--- src/rtl/eval_pkg.sv ---
// eval_pkg: mode encodings and ROM contents shared by the evaluation pipeline
package eval_pkg;
  localparam logic [1:0] MODE_SUB_INV = 2'd0;
  localparam logic [1:0] MODE_FULL    = 2'd1;
  localparam logic [1:0] MODE_ROM     = 2'd2;
  localparam logic [1:0] MODE_INV     = 2'd3;
  function automatic logic [7:0] rom_value(input int unsigned addr);
    return addr == 0 ? 8'd57  :
           addr == 1 ? 8'd61  :
           addr == 2 ? 8'd22  :
           addr == 3 ? 8'd98  :
           addr == 4 ? 8'd121 :
           addr == 5 ? 8'd17  :
           addr == 6 ? 8'd13  : 8'd3;
  endfunction
endpackage

--- src/rtl/eval_rom.sv ---
// eval_rom: combinational lookup table, zero-extended to DATA_W
//   addr : lookup address
//   data : table value
module eval_rom #(
  parameter int DATA_W = 8,
  parameter int ADDR_W = 4
) (
  input  logic [ADDR_W-1:0] addr,
  output logic [DATA_W-1:0] data
);
  import eval_pkg::*;
  assign data = DATA_W'(rom_value(32'(addr)));
endmodule

--- src/rtl/eval_pipe.sv ---
// eval_pipe: handshaked operand evaluation pipeline (S1 capture, S2 ROM + partial sum, S3 sum, output saturate)
//   clk, rst_n          : clock, asynchronous active-low reset
//   in_valid/in_ready   : operand handshake (in1, in2, mode)
//   out_valid/out_ready : result handshake (result)
//   idle                : no valid transaction anywhere, clock may be stopped
module eval_pipe #(
  parameter int DATA_W = 8,
  parameter int ADDR_W = 4,
  parameter bit SAT    = 1'b0
) (
  input  logic              clk,
  input  logic              rst_n,
  input  logic              in_valid,
  output logic              in_ready,
  input  logic [DATA_W-1:0] in1,
  input  logic [DATA_W-1:0] in2,
  input  logic [1:0]        mode,
  output logic              out_valid,
  input  logic              out_ready,
  output logic [DATA_W-1:0] result,
  output logic              idle
);
  import eval_pkg::*;
  localparam int SW = DATA_W + 2;
  logic              adv;
  logic              s1_v_q, s1_v_d, s2_v_q, s2_v_d, s3_v_q, s3_v_d, out_v_q, out_v_d;
  logic [DATA_W-1:0] s1_in1_q, s1_in1_d, s1_inv2_q, s1_inv2_d;
  logic [1:0]        s1_mode_q, s1_mode_d, s2_mode_q, s2_mode_d;
  logic [DATA_W-1:0] s2_rom_q, s2_rom_d, result_q, result_d;
  logic [SW-1:0]     s2_p_q, s2_p_d, s3_sum_q, s3_sum_d;
  logic [DATA_W-1:0] rom_data;
  eval_rom #(.DATA_W(DATA_W), .ADDR_W(ADDR_W)) u_rom (
    .addr(s1_in1_q[ADDR_W-1:0]),
    .data(rom_data)
  );
  // Each data register loads only when the transaction entering it is valid,
  // so a drained pipeline holds every data bit constant.
  always_comb begin
    adv       = !out_v_q || out_ready;
    s1_v_d    = adv ? in_valid : s1_v_q;
    s2_v_d    = adv ? s1_v_q : s2_v_q;
    s3_v_d    = adv ? s2_v_q : s3_v_q;
    out_v_d   = adv ? s3_v_q : out_v_q;
    s1_in1_d  = adv && in_valid ? in1 : s1_in1_q;
    s1_inv2_d = adv && in_valid ? ~in2 : s1_inv2_q;
    s1_mode_d = adv && in_valid ? mode : s1_mode_q;
    s2_rom_d  = adv && s1_v_q ? rom_data : s2_rom_q;
    s2_mode_d = adv && s1_v_q ? s1_mode_q : s2_mode_q;
    s2_p_d    = !(adv && s1_v_q)       ? s2_p_q :
                s1_mode_q == MODE_ROM  ? SW'(s1_in1_q) :
                s1_mode_q == MODE_INV  ? SW'(s1_inv2_q) :
                                         SW'(s1_inv2_q) + SW'(s1_in1_q);
    s3_sum_d  = !(adv && s2_v_q)                                 ? s3_sum_q :
                s2_mode_q == MODE_FULL || s2_mode_q == MODE_ROM ? s2_p_q + SW'(s2_rom_q) :
                                                                  s2_p_q;
    // Wide sum either clamps or is truncated to the result width.
    result_d  = !(adv && s3_v_q)              ? result_q :
                SAT && |s3_sum_q[SW-1:DATA_W] ? '1 :
                                                s3_sum_q[DATA_W-1:0];
  end
  always_ff @(posedge clk or negedge rst_n)
    if (!rst_n) begin
      s1_v_q    <= 1'b0;
      s2_v_q    <= 1'b0;
      s3_v_q    <= 1'b0;
      out_v_q   <= 1'b0;
      s1_in1_q  <= '0;
      s1_inv2_q <= '0;
      s1_mode_q <= '0;
      s2_rom_q  <= '0;
      s2_mode_q <= '0;
      s2_p_q    <= '0;
      s3_sum_q  <= '0;
      result_q  <= '0;
    end else begin
      s1_v_q    <= s1_v_d;
      s2_v_q    <= s2_v_d;
      s3_v_q    <= s3_v_d;
      out_v_q   <= out_v_d;
      s1_in1_q  <= s1_in1_d;
      s1_inv2_q <= s1_inv2_d;
      s1_mode_q <= s1_mode_d;
      s2_rom_q  <= s2_rom_d;
      s2_mode_q <= s2_mode_d;
      s2_p_q    <= s2_p_d;
      s3_sum_q  <= s3_sum_d;
      result_q  <= result_d;
    end
  assign in_ready  = adv;
  assign out_valid = out_v_q;
  assign result    = result_q;
  assign idle      = !(s1_v_q || s2_v_q || s3_v_q || out_v_q);
endmodule

--- config.mk ---
export PLATFORM = sky130hd
export DESIGN_NAME = eval_pipe
export DESIGN_NICKNAME = d
export VERILOG_FILES = /design/src/rtl/eval_pkg.sv /design/src/rtl/eval_rom.sv /design/src/rtl/eval_pipe.sv
export SDC_FILE = /design/constraint.sdc
export NUM_CORES = 1
export LEC_CHECK = 0
export BUFFER_PORTS_ARGS = -buffer_cell sky130_fd_sc_hd__buf_2
export CORE_UTILIZATION = 55
export CTS_CLUSTER_SIZE = 14
export DETAILED_ROUTE_END_ITERATION = 10
export PLACE_DENSITY = 0.83
export SLEW_MARGIN = 20
export SYNTH_ARGS = -nofsm -noshare
export SYNTH_HDL_FRONTEND = slang
export SYNTH_SLANG_ARGS = --single-unit
--- constraint.sdc ---
create_clock -name clk -period 4.4 [get_ports clk]
set_input_delay 0.44 -clock clk [delete_from_list [all_inputs] [get_ports clk]]
set_output_delay 0.44 -clock clk [all_outputs]
set_load 0.1 [all_outputs]
Word level (Yosys, flattened, before mapping)
Cells that the tools add are included.

Word-level logic and storage cells: 47. Register bits after elaboration: 56. Input port bits: 22. Output and inout port bits: 11.

Multiplexer cells: 10. Reductions and logical operators: 12. Add/sub/neg operators: 2. Bitwise gates (word level): 1. Eq/ne operators: 10.

Operators by type and width (number): 8-bit 2-to-1 mux (9); 8-bit adder (2); 4-bit by 3-bit equality test with 1-bit output, second input constant (3); 4-bit by 2-bit equality test with 1-bit output, second input constant (2); 8-bit inverter (1); 2-bit equality test, second input constant (3); 1-bit logical OR (5); 4-bit by 1-bit equality test with 1-bit output, second input constant (1); 1-bit logical AND (4); 4-bit logical NOT (1); 4-bit 2-to-1 mux (1); 2-bit by 1-bit equality test with 1-bit output, second input constant (1); 1-bit logical NOT (2).

Longest topological paths before layout
Gate-level depths: netlist of the first run.

Depth after elaboration: 8. Mapped depth: 8. Gate-level depth less buffers: 8.

Cells and area by module
Synthesis of the first run repeated with hierarchy kept, for this count alone.

Cell total of the unflattened synthesis: 295. Area total of the unflattened synthesis: 3065.4 µm².

By module, submodules not included: eval_pipe (seq. area each 1401.3 µm², cells an instance 278, times used 1, area an instance 2954.1 µm²); eval_rom (seq. area each 0.0 µm², cells an instance 17, times used 1, area an instance 111.4 µm²).

Worst setup path before layout of the first run
Ideal clock, no wire load.

Path kind: reg-to-output. Start point: register out_v_q, in the netlist out_valid. End point: output idle. Path buffers: 0. Data arrival time: 3.783 ns. Cell stages (with the launch flop): 2. Required time: 3.960 ns. Slack: 0.177 ns. Path through: dfrtp_1 -> nor4_1.

Word-level cells in the longest chain between the ends: 2.

RTL lines: start, declared (RTL line eval_pipe.sv:26) `logic s1_v_q, s1_v_d, s2_v_q, s2_v_d, s3_v_q, s3_v_d, out_v_q, out_v_d;`; start signal, assigned (RTL line eval_pipe.sv:79) `out_v_q <= out_v_d;`; 1-bit logical OR (RTL line eval_pipe.sv:92) `assign idle = !(s1_v_q || s2_v_q || s3_v_q || out_v_q);`; 1-bit logical NOT (RTL line eval_pipe.sv:92); end, declared (RTL line eval_pipe.sv:21) `output logic idle`.

Every way passes these cells.

Worst setup path in the final report of the first run
Start point: register s1_in1_q[1]. End point: register s2_p_q[7].

Word-level cells in the longest chain between the ends: 3.

RTL lines: start, declared (RTL line eval_pipe.sv:27) `logic [DATA_W-1:0] s1_in1_q, s1_in1_d, s1_inv2_q, s1_inv2_d;`; start signal, assigned (RTL line eval_pipe.sv:80) `s1_in1_q <= s1_in1_d;`; 8-bit adder (RTL line eval_pipe.sv:52) `SW'(s1_inv2_q) + SW'(s1_in1_q);`; 8-bit 2-to-1 mux (RTL line eval_pipe.sv:51) `s1_mode_q == MODE_INV ? SW'(s1_inv2_q) :`; 8-bit 2-to-1 mux (RTL line eval_pipe.sv:50) `s1_mode_q == MODE_ROM ? SW'(s1_in1_q) :`; end signal, assigned (RTL line eval_pipe.sv:85) `s2_p_q <= s2_p_d;`; end, declared (RTL line eval_pipe.sv:30) `logic [SW-1:0] s2_p_q, s2_p_d, s3_sum_q, s3_sum_d;`.

Every way passes these cells. A chain may end at the register's enable or synchronous reset.

==> metrics.yaml, run 1 <==
synth:
  ys_seq_elements: 55
  synth_flop_cell: "dfrtp_1"
  netlist_area_mm2: 0.00287
  netlist.area_leader.share: 0.480
  synth_most_common_cell: "dfrtp_1"
  syn_nets: 307
  ys_types: 41
  syn_avg_cell_area_um2: 10.7
  synth_warnings: 0
  synth_commonest_cells: "55 x dfrtp_1, 32 x nand2_1, 29 x o21ai_0, 22 x mux2_2, 15 x a21oi_1"
  yosysTopAreaCell: "dfrtp_1"
  synthArstFlopShare: 1.00
  synth-edff-count: 0
  synthTopCellsByArea: "dfrtp_1 48%, mux2_2 8.6%, ha_1 6.1%"
  syn-instance-count: 269
  synth_seq_area_share: 0.480
finish:
  area_growth_syn_to_layout_pct: 9.68
  fin_area_mm2: 0.00315
  nets: 338
  n_fill_cell: 424
  drive_above_1_share: 0.211
  seqCellArea_mm2: 0.00138
  multi_input_area_mm2: 0.00141
  n_antenna_cell: 0
sta:
  setup_violations: 0
  finalClockSkew_ps: 5.64
  tightestPinTransition_ps: 911
  tns_ps: 0
  finalMaxSlewViolations: 0
  rsz0062_at_grt: "no"
  fin_crit_ps: 2060
  fmax_mhz: 487
  fin_hold_ws_ps: 250
  relSlewSlack: 0.391
  finalCritPeriodShare: 0.467
  hold_violations: 0
detailed_routing:
  wire_per_inst_um: 13.6
  ant_nets: 0
  dr.pass1.iters: 4
  routed_wl_mm: 4.98
  first_iter_violations: 64
  drc: 0
  routed-via-count: 2029
  viasPerCell: 5.54
setup_path:
  crit_chain: "ha_1 > a211oi_2 > o21ai_2 > o41ai_4 > xnor2_1 > a221o_1"
  crit_fanout: 7
  worst-r2r-cell-count: 6
  worstSetupStartpointType: "flop"
  critPathRequiredTime_ps: 4590
  crit_slowest_cell: "dfrtp_1"
  crit_path_end_kind: "flop"
  rrSetupSlack_ps: 2340
  r2r-end: "s2_p_q[7]"
  crit_type: "flop to flop"
  slowest_delay_ps: 460
  arrival_ps: 2250
  r2r_start: "s1_in1_q[1]"
global_routing:
  grt-ovfl-total: 0
  grt_max_degree: 56
  first_global_vias: 2075
  grt_usage: 0.216
  antenna_found_initial: 0
  grt_pass1_wl_mm: 8.97
placed_design:
  postPlaceCellArea_mm2: 0.00308
  dpl.hpwl_mm: 3.73
  io_buffers: 32
  gp_congestion: 0.875
floorplan:
  start_util: 0.588
  dieHeight_um: 74.2
  die-width_um: 74.2
  rows: 25
  ios: 33
  core_mm2: 0.00488
  fp.dieArea_mm2: 0.00551
clock_tree:
  cts_setup_buffers: 0
  cts_hold_buf: 0
  clk_latency_ps: 300
  clk_pin_slew_ps: 90
  cts-htree-levels: 2
  tritoncts: "built"
  cts_root_buf: "clkbuf_8"
  cts_made_buffers: 5
  cts.sinks: 55
  cts_resized: 0
  clk_path_buf_depth: 2
pwr:
  vdd_drop_max_v: 0.000371
  internal_power_mw: 1.34
  switching_share: 0.472
  clkPwrFrac: 0.099
  p_per_area_mw_per_mm2: 808
  p_leak_nw: 1.47
  combinationalPowerShare: 0.547
  seq_power_share: 0.353
  report.power.total_mw: 2.54
  switching_power_mw: 1.20
flow_run:
  drv_cap: 0
outcome:
  outcome: "complete, no violations"
worst_hold_path:
  hp-class: "primary input to async pin"
## cell type report
type | instances | share of cell area
Sequential cell | 55 | 0.437
Tap cell | 67 | 0.0266
Multi-Input combinational cell | 195 | 0.448
Clock buffer | 6 | 0.0231
Inverter | 10 | 0.0119
Timing Repair Buffer | 33 | 0.0533
## worst max-delay path: cells and delay by family (launching register included)
family | cells | cell delay, ps
AO/OA/AOI/OAI | 4 | 1010
adder cells (fa/ha/maj) | 1 | 340
flip-flops | 1 | 460
XOR/XNOR | 1 | 130
## state kept, by name (all words and copies together) (netlist names)
register and cells:
s3_v_q 1, result 8, s2_mode_q 2, s1_inv2_q 8, s2_p_q 8, out_valid 1
s1_in1_q 8, s3_sum_q 8, s2_v_q 1, s1_v_q 1, s1_mode_q 2, s2_rom_q 7
## metrics by stage
step,util,setup slack [ps],cells
after global routing,0.645,2140,366
after global placement,0.630,2310,360
after detailed placement,0.630,2180,360
after CTS,0.645,2360,366
after floorplan,-,177,269
final,0.645,2340,366
## cells by family after synthesis
kind of cell | share of synthesized area
AOI/OAI and AO/OA | 0.160
and+or+nand+nor | 0.102
DFF | 0.480
muxes | 0.114
buffers and inverters | 0.0292
adders and majority gates | 0.0750
xor gates and xnor gates | 0.0397
## cells in the final DEF (no fill, tap or decap), types with 8 or more instances in the layout
master / count
xnor2_1: 8
o21ai_0: 29
buf_2: 32
nor2_1: 13
dfrtp_1: 55
inv_1: 10
nand2_1: 32
a21oi_1: 15
mux2_2: 22
mux2i_1: 8
ha_1: 14
## metal layers
layer / up-vias / part of all wire / global-route usage
met1: 956 / 0.46 / 0.260
met3: 11 / 0.034 / 0.0461
met4: 0 / 0.024 / 0.0964
met5: - / 0 / 0
li1: 1016 / - / -
met2: 46 / 0.48 / 0.373
## power by group through the flow
stage	clock network, mW	logic [mW]	registers [mW]
finish	0.253	1.39	0.899
global route	0.284	1.54	0.937
CTS	0.263	1.40	0.900
detailed placement	0	1.39	0.910
global placement	0	1.35	0.899
floorplan	0	0.922	1.12
## how the worst max path moves through the flow
stage,from,to,slack (ps),depth (start not counted)
after floorplan,out_valid,idle,180,1
after global placement,out_ready,s2_p_q[7],2310,5
after detailed placement,out_ready,s2_p_q[7],2180,5
after CTS,s1_in1_q[1],s2_p_q[7],2360,6
after global routing,out_valid,s2_rom_q[5],2140,4
final,s1_in1_q[1],s2_p_q[7],2340,6
Power figures use the tool's default switching activity.
==> run 2, diff against run 1 <==
==> constraint.sdc (replaced) <==
create_clock -name clk -period 2 [get_ports clk]
set_input_delay 0.2 -clock clk [delete_from_list [all_inputs] [get_ports clk]]
set_output_delay 0.2 -clock clk [all_outputs]
set_load 0.1 [all_outputs]
==> run 2 against run 1 <==
Effect of this change: final cell count up 2.7%; register-to-register slack worse by 2300 ps; clock skew up 8.8 ps; largest power group unchanged; worst setup slack lost 2300 ps; non-clock buffer count is 8 higher; via count grew 3.7%; flip-flop and latch count is the same; cell area rose by 4.4%; sequential power up 120%; combinational power up 140%; critical endpoint is now s3_sum_q[6]; utilization is 2.8 points higher; global-route usage rose by 1.2 points.
==> metrics.yaml, run 2 (synthesized netlist as in run 1, its figures left out) <==
sta:
  tightestPinTransition_ps: 531
  hold_violations: 0
  tns_ps: 0
  fin_crit_ps: 1910
  setup_violations: 0
  relSlewSlack: 0.646
  fmax_mhz: 524
  finalClockSkew_ps: 14.4
  rsz0062_at_grt: "no"
  fin_hold_ws_ps: 53.7
  finalCritPeriodShare: 0.954
  finalMaxSlewViolations: 0
clock_tree:
  cts_made_buffers: 5
  cts_root_buf: "clkbuf_8"
  clk_path_buf_depth: 2
  cts.sinks: 55
  clk_pin_slew_ps: 100
  cts_setup_buffers: 0
  cts-htree-levels: 2
  clk_latency_ps: 320
  tritoncts: "built"
setup_path:
  crit_type: "flop to flop"
  worstSetupStartpointType: "flop"
  crit_fanout: 3
  crit_path_end_kind: "flop"
  critPathRequiredTime_ps: 2190
  arrival_ps: 2100
pwr:
  p_leak_nw: 1.52
  internal_power_mw: 3.11
  vdd_drop_max_v: 0.000997
  seq_power_share: 0.336
  p_per_area_mw_per_mm2: 1800
  combinationalPowerShare: 0.553
  switching_share: 0.473
  clkPwrFrac: 0.111
  switching_power_mw: 2.79
global_routing:
  first_global_vias: 2135
  grt_pass1_wl_mm: 9.48
  grt-ovfl-total: 0
  grt_usage: 0.228
  antenna_found_initial: 0
  grt_max_degree: 35
placed_design:
  io_buffers: 32
  dpl.hpwl_mm: 4.08
  gp_congestion: 0.871
finish:
  n_fill_cell: 383
  seqCellArea_mm2: 0.00138
  n_antenna_cell: 0
  drive_above_1_share: 0.259
  layout_common_cells: "54 x dfrtp_1, 32 x nand2_1, 32 x buf_2"
  final_common_cell: "dfrtp_1"
  multi_input_area_mm2: 0.00145
  area_growth_syn_to_layout_pct: 14.5
  nets: 346
floorplan:
  rows: 25
  die-width_um: 74.2
  start_util: 0.588
  ios: 33
  fp.dieArea_mm2: 0.00551
  dieHeight_um: 74.2
  core_mm2: 0.00488
detailed_routing:
  wire_per_inst_um: 14.5
  first_iter_violations: 76
  dr.pass1.iters: 4
  ant_nets: 0
  routed_wl_mm: 5.45
  routed-via-count: 2105
  drc: 0
  viasPerCell: 5.60
worst_hold_path:
  hp-class: "primary input to flop"
flow_run:
  drv_cap: 0
outcome:
  outcome: "complete, no violations"
[run 2: cell types whose count changed in the layout (fill, tap and decap cells not counted), sizes merged]
cell | previous run | this run
clkinv | 0 | 1
dlygate4sd3 | 0 | 1
buf | 33 | 40
clkinvlp | 0 | 1
[run 2: path summary, 6_finish.rpt]
path                                  start           end  slack [ps]  cells past startpoint
max in group asynchronous             rst_n        s1_v_q        1060                      3
worst max register to register    s2_p_q[0]   s3_sum_q[6]          90                      8
worst min register to register  s3_sum_q[7]   s3_sum_q[7]         500                      2
worst min-delay path                 in2[7]  s1_inv2_q[7]          50                      2
worst max-delay path              s2_p_q[0]   s3_sum_q[6]          90                      8
min in group asynchronous             rst_n   s3_sum_q[0]         380                      2
[run 2: power by group through the flow]
| stage | clock network (mW) | registers, mW | logic [mW] |
|---|---|---|---|
| finish | 0.654 | 1.98 | 3.27 |
| global route | 0.714 | 2.05 | 3.61 |
| CTS | 0.670 | 1.99 | 3.22 |
| detailed placement | 0 | 2.01 | 3.20 |
| global placement | 0 | 1.96 | 3.11 |
| floorplan | 0 | 2.48 | 2.04 |
[run 2: metrics by stage]
step / power, mW / setup WS (ps) / util / std cells / cell area [um2]
after floorplan: 4.52 / 48.0 / - / 269 / 2890
after CTS: 5.88 / 69.5 / 0.669 / 376 / 3270
final: 5.91 / 91.1 / 0.673 / 376 / 3290
after global placement: 5.07 / 147 / 0.647 / 367 / 3160
after global routing: 6.37 / 4.62 / 0.673 / 376 / 3290
after detailed placement: 5.21 / 88.0 / 0.647 / 367 / 3160
[run 2: metal layers]
layer  vias up  track usage  wire [um]
li1       1037            -          -
met1      1021        0.286       2420
met2        39        0.398       2800
met3         8       0.0461        160
met4         0       0.0734         74
met5         -            0          0
[run 2: area by class of cell]
class	instances	area share
Clock buffer	6	0.0251
Clock inverter	2	0.00495
Inverter	10	0.0114
Multi-Input combinational cell	195	0.440
Sequential cell	55	0.419
Tap cell	67	0.0255
Timing Repair Buffer	41	0.0739
[run 2: worst max-delay path: stages, from the launching register on]
cell       delay (ps)
dfrtp_1           410
ha_1              230
inv_1              70
fa_1              400
nor2b_2           170
o2111ai_1         130
nand4b_1          130
xnor2_1           150
a21oi_1            90
[run 2: what timing repair did]
item                                    in CTS  in global routing
hold buffers                                 1                  0
gates resized for setup                      0                  7
endpoints found under the hold margin       21                  0
endpoints found under the setup margin       0                  4
==> run 3, diff against run 2 <==
--- a/config.mk
+++ b/config.mk
@@ -6,11 +6,14 @@
 export NUM_CORES = 1
 export LEC_CHECK = 0
 export BUFFER_PORTS_ARGS = -buffer_cell sky130_fd_sc_hd__buf_2
-export CORE_UTILIZATION = 55
+export CELL_PAD_IN_SITES_DETAIL_PLACEMENT = 0
+export CELL_PAD_IN_SITES_GLOBAL_PLACEMENT = 2
+export CORE_UTILIZATION = 38
 export CTS_CLUSTER_SIZE = 14
 export DETAILED_ROUTE_END_ITERATION = 10
-export PLACE_DENSITY = 0.83
+export PLACE_DENSITY = 0.86
 export SLEW_MARGIN = 20
 export SYNTH_ARGS = -nofsm -noshare
 export SYNTH_HDL_FRONTEND = slang
 export SYNTH_SLANG_ARGS = --single-unit
+export TNS_END_PERCENT = 20
==> run 3 against run 2 <==
Effect of this change: register-to-register slack better by 40 ps; wire length decreased by 2.3%; critical path depth fell by 2; clock skew shrank 4.6 ps; flip-flop and latch count is the same; via count shrank 4.4%; power down 2.1%; global-route usage down 7.2 points; critical path type unchanged; critical endpoint is now s2_p_q[7]; largest cell class unchanged; highest routed layer unchanged.
==> metrics.yaml, run 3 (synthesized netlist as in run 1, its figures left out) <==
outcome:
  outcome: "complete, no violations"
clock_tree:
  cts_made_buffers: 5
  cts_setup_buffers: 0
  cts-htree-levels: 2
  cts.sinks: 55
  clk_path_buf_depth: 2
  clk_pin_slew_ps: 100
  tritoncts: "built"
  clk_latency_ps: 300
  cts_root_buf: "clkbuf_8"
setup_path:
  crit_fanout: 4
  crit_chain: "ha_1 > a211oi_2 > o21ai_2 > o41ai_4 > xnor2_1 > a221o_1"
  worstSetupStartpointType: "flop"
  critPathBufInv: 0
  critPathRequiredTime_ps: 2190
  slowest_delay_ps: 430
  crit_path_end_kind: "flop"
  arrival_ps: 2060
  crit_type: "flop to flop"
  cp_top_family: "compound AO/OA/AOI/OAI gates"
  crit_slowest_cell: "dfrtp_1"
placed_design:
  postPlaceCellArea_mm2: 0.00321
  gp_congestion: 0.782
  io_buffers: 32
  dpl.hpwl_mm: 4.12
detailed_routing:
  ant_nets: 0
  viasPerCell: 4.88
  dr.pass1.iters: 4
  drc: 0
  wire_per_inst_um: 12.9
  first_iter_violations: 77
  routed_wl_mm: 5.32
  routed-via-count: 2012
sta:
  tightestPinTransition_ps: 553
  fin_crit_ps: 1870
  setup_violations: 0
  fmax_mhz: 536
  rsz0062_at_grt: "no"
  relSlewSlack: 0.631
  finalMaxSlewViolations: 0
  finalClockSkew_ps: 9.79
  hold_violations: 0
  tns_ps: 0
  finalCritPeriodShare: 0.933
finish:
  fin_area_mm2: 0.00331
  layout_common_cells: "54 x dfrtp_1, 32 x nand2_1, 32 x buf_2"
  n_antenna_cell: 0
  area_growth_syn_to_layout_pct: 15.5
  final_common_cell: "dfrtp_1"
  n_fill_cell: 758
  drive_above_1_share: 0.256
  nets: 350
floorplan:
  ios: 33
  die-width_um: 88.9
  fp.dieArea_mm2: 0.00790
  rows: 31
  dieHeight_um: 88.9
  core_mm2: 0.00729
  start_util: 0.394
global_routing:
  grt_max_degree: 28
  first_global_vias: 1999
  antenna_found_initial: 0
  grt_usage: 0.156
  grt-ovfl-total: 0
  grt_pass1_wl_mm: 9.47
pwr:
  p_leak_nw: 1.53
  vdd_drop_max_v: 0.000500
  p_per_area_mw_per_mm2: 1750
worst_hold_path:
  hp-class: "primary input to flop"
flow_run:
  drv_cap: 0
run 3: changes by cell type in the layout (fill, tap and decap cells not counted), sizes merged:
cell  before  now
buf       40   44
run 3: per-layer routing:
metal / GRT usage / wire (um) / up-vias
met5: 0 / 0 / -
met4: 0.0308 / 37 / 0
met3: 0.0277 / 115 / 4
met2: 0.262 / 2480 / 26
met1: 0.212 / 2700 / 935
li1: - / - / 1047
run 3: final timing paths:
kind                               from            to  slack [ps]  cells after the start
max                        s1_inv2_q[1]     s2_p_q[7]         130                      6
min                              in2[7]  s1_inv2_q[7]          70                      2
max reg2reg                s1_inv2_q[1]     s2_p_q[7]         130                      6
min reg2reg                 s3_sum_q[2]   s3_sum_q[2]         480                      2
max in group asynchronous         rst_n   s1_in1_q[4]         980                      3
min in group asynchronous         rst_n     result[1]         400                      2
run 3: area by class of cell:
class / count / area (um2) / area share
multi-input cells: 195 / 1430 / 0.431
flip-flops and latches: 55 / 1380 / 0.416
repair buffers: 45 / 260 / 0.0785
well taps: 99 / 124 / 0.0374
clock buffers: 6 / 72.6 / 0.0219
inverters: 10 / 37.5 / 0.0113
clock inverters: 2 / 12.5 / 0.00378
run 3: worst reg2reg max path: cells and delay by family (launching register included):
kind | cells | cell delay [ps]
AOI/OAI and AO/OA | 4 | 920
DFF | 1 | 430
adders and majority gates | 1 | 320
xor gates and xnor gates | 1 | 100
run 3: through the flow:
step,instances,total power [mW],worst slack (ps),utilization,hold WS (ps)
5_1_grt,412,6.29,16.6,0.455,63.6
6_report,412,5.78,133,0.455,73.0
3_3_place_gp,403,5.16,133,0.441,216
4_1_cts,412,5.84,69.4,0.454,64.2
3_5_place_dp,403,5.21,93.2,0.441,221
2_1_floorplan,269,4.52,48.0,-,-95.6
run 3: report_power, final:
part           switching, mW  internal [mW]  total, mW
sequential             0.384           1.58       1.96
clock                  0.357          0.246      0.603
combinational           1.96           1.26       3.22
run 3: timing repair:
action                                  in CTS  in global routing
resized for setup                            0                  3
hold buffers                                 1                  0
endpoints found under the setup margin       0                  4
hold endpoints to repair                    22                  0
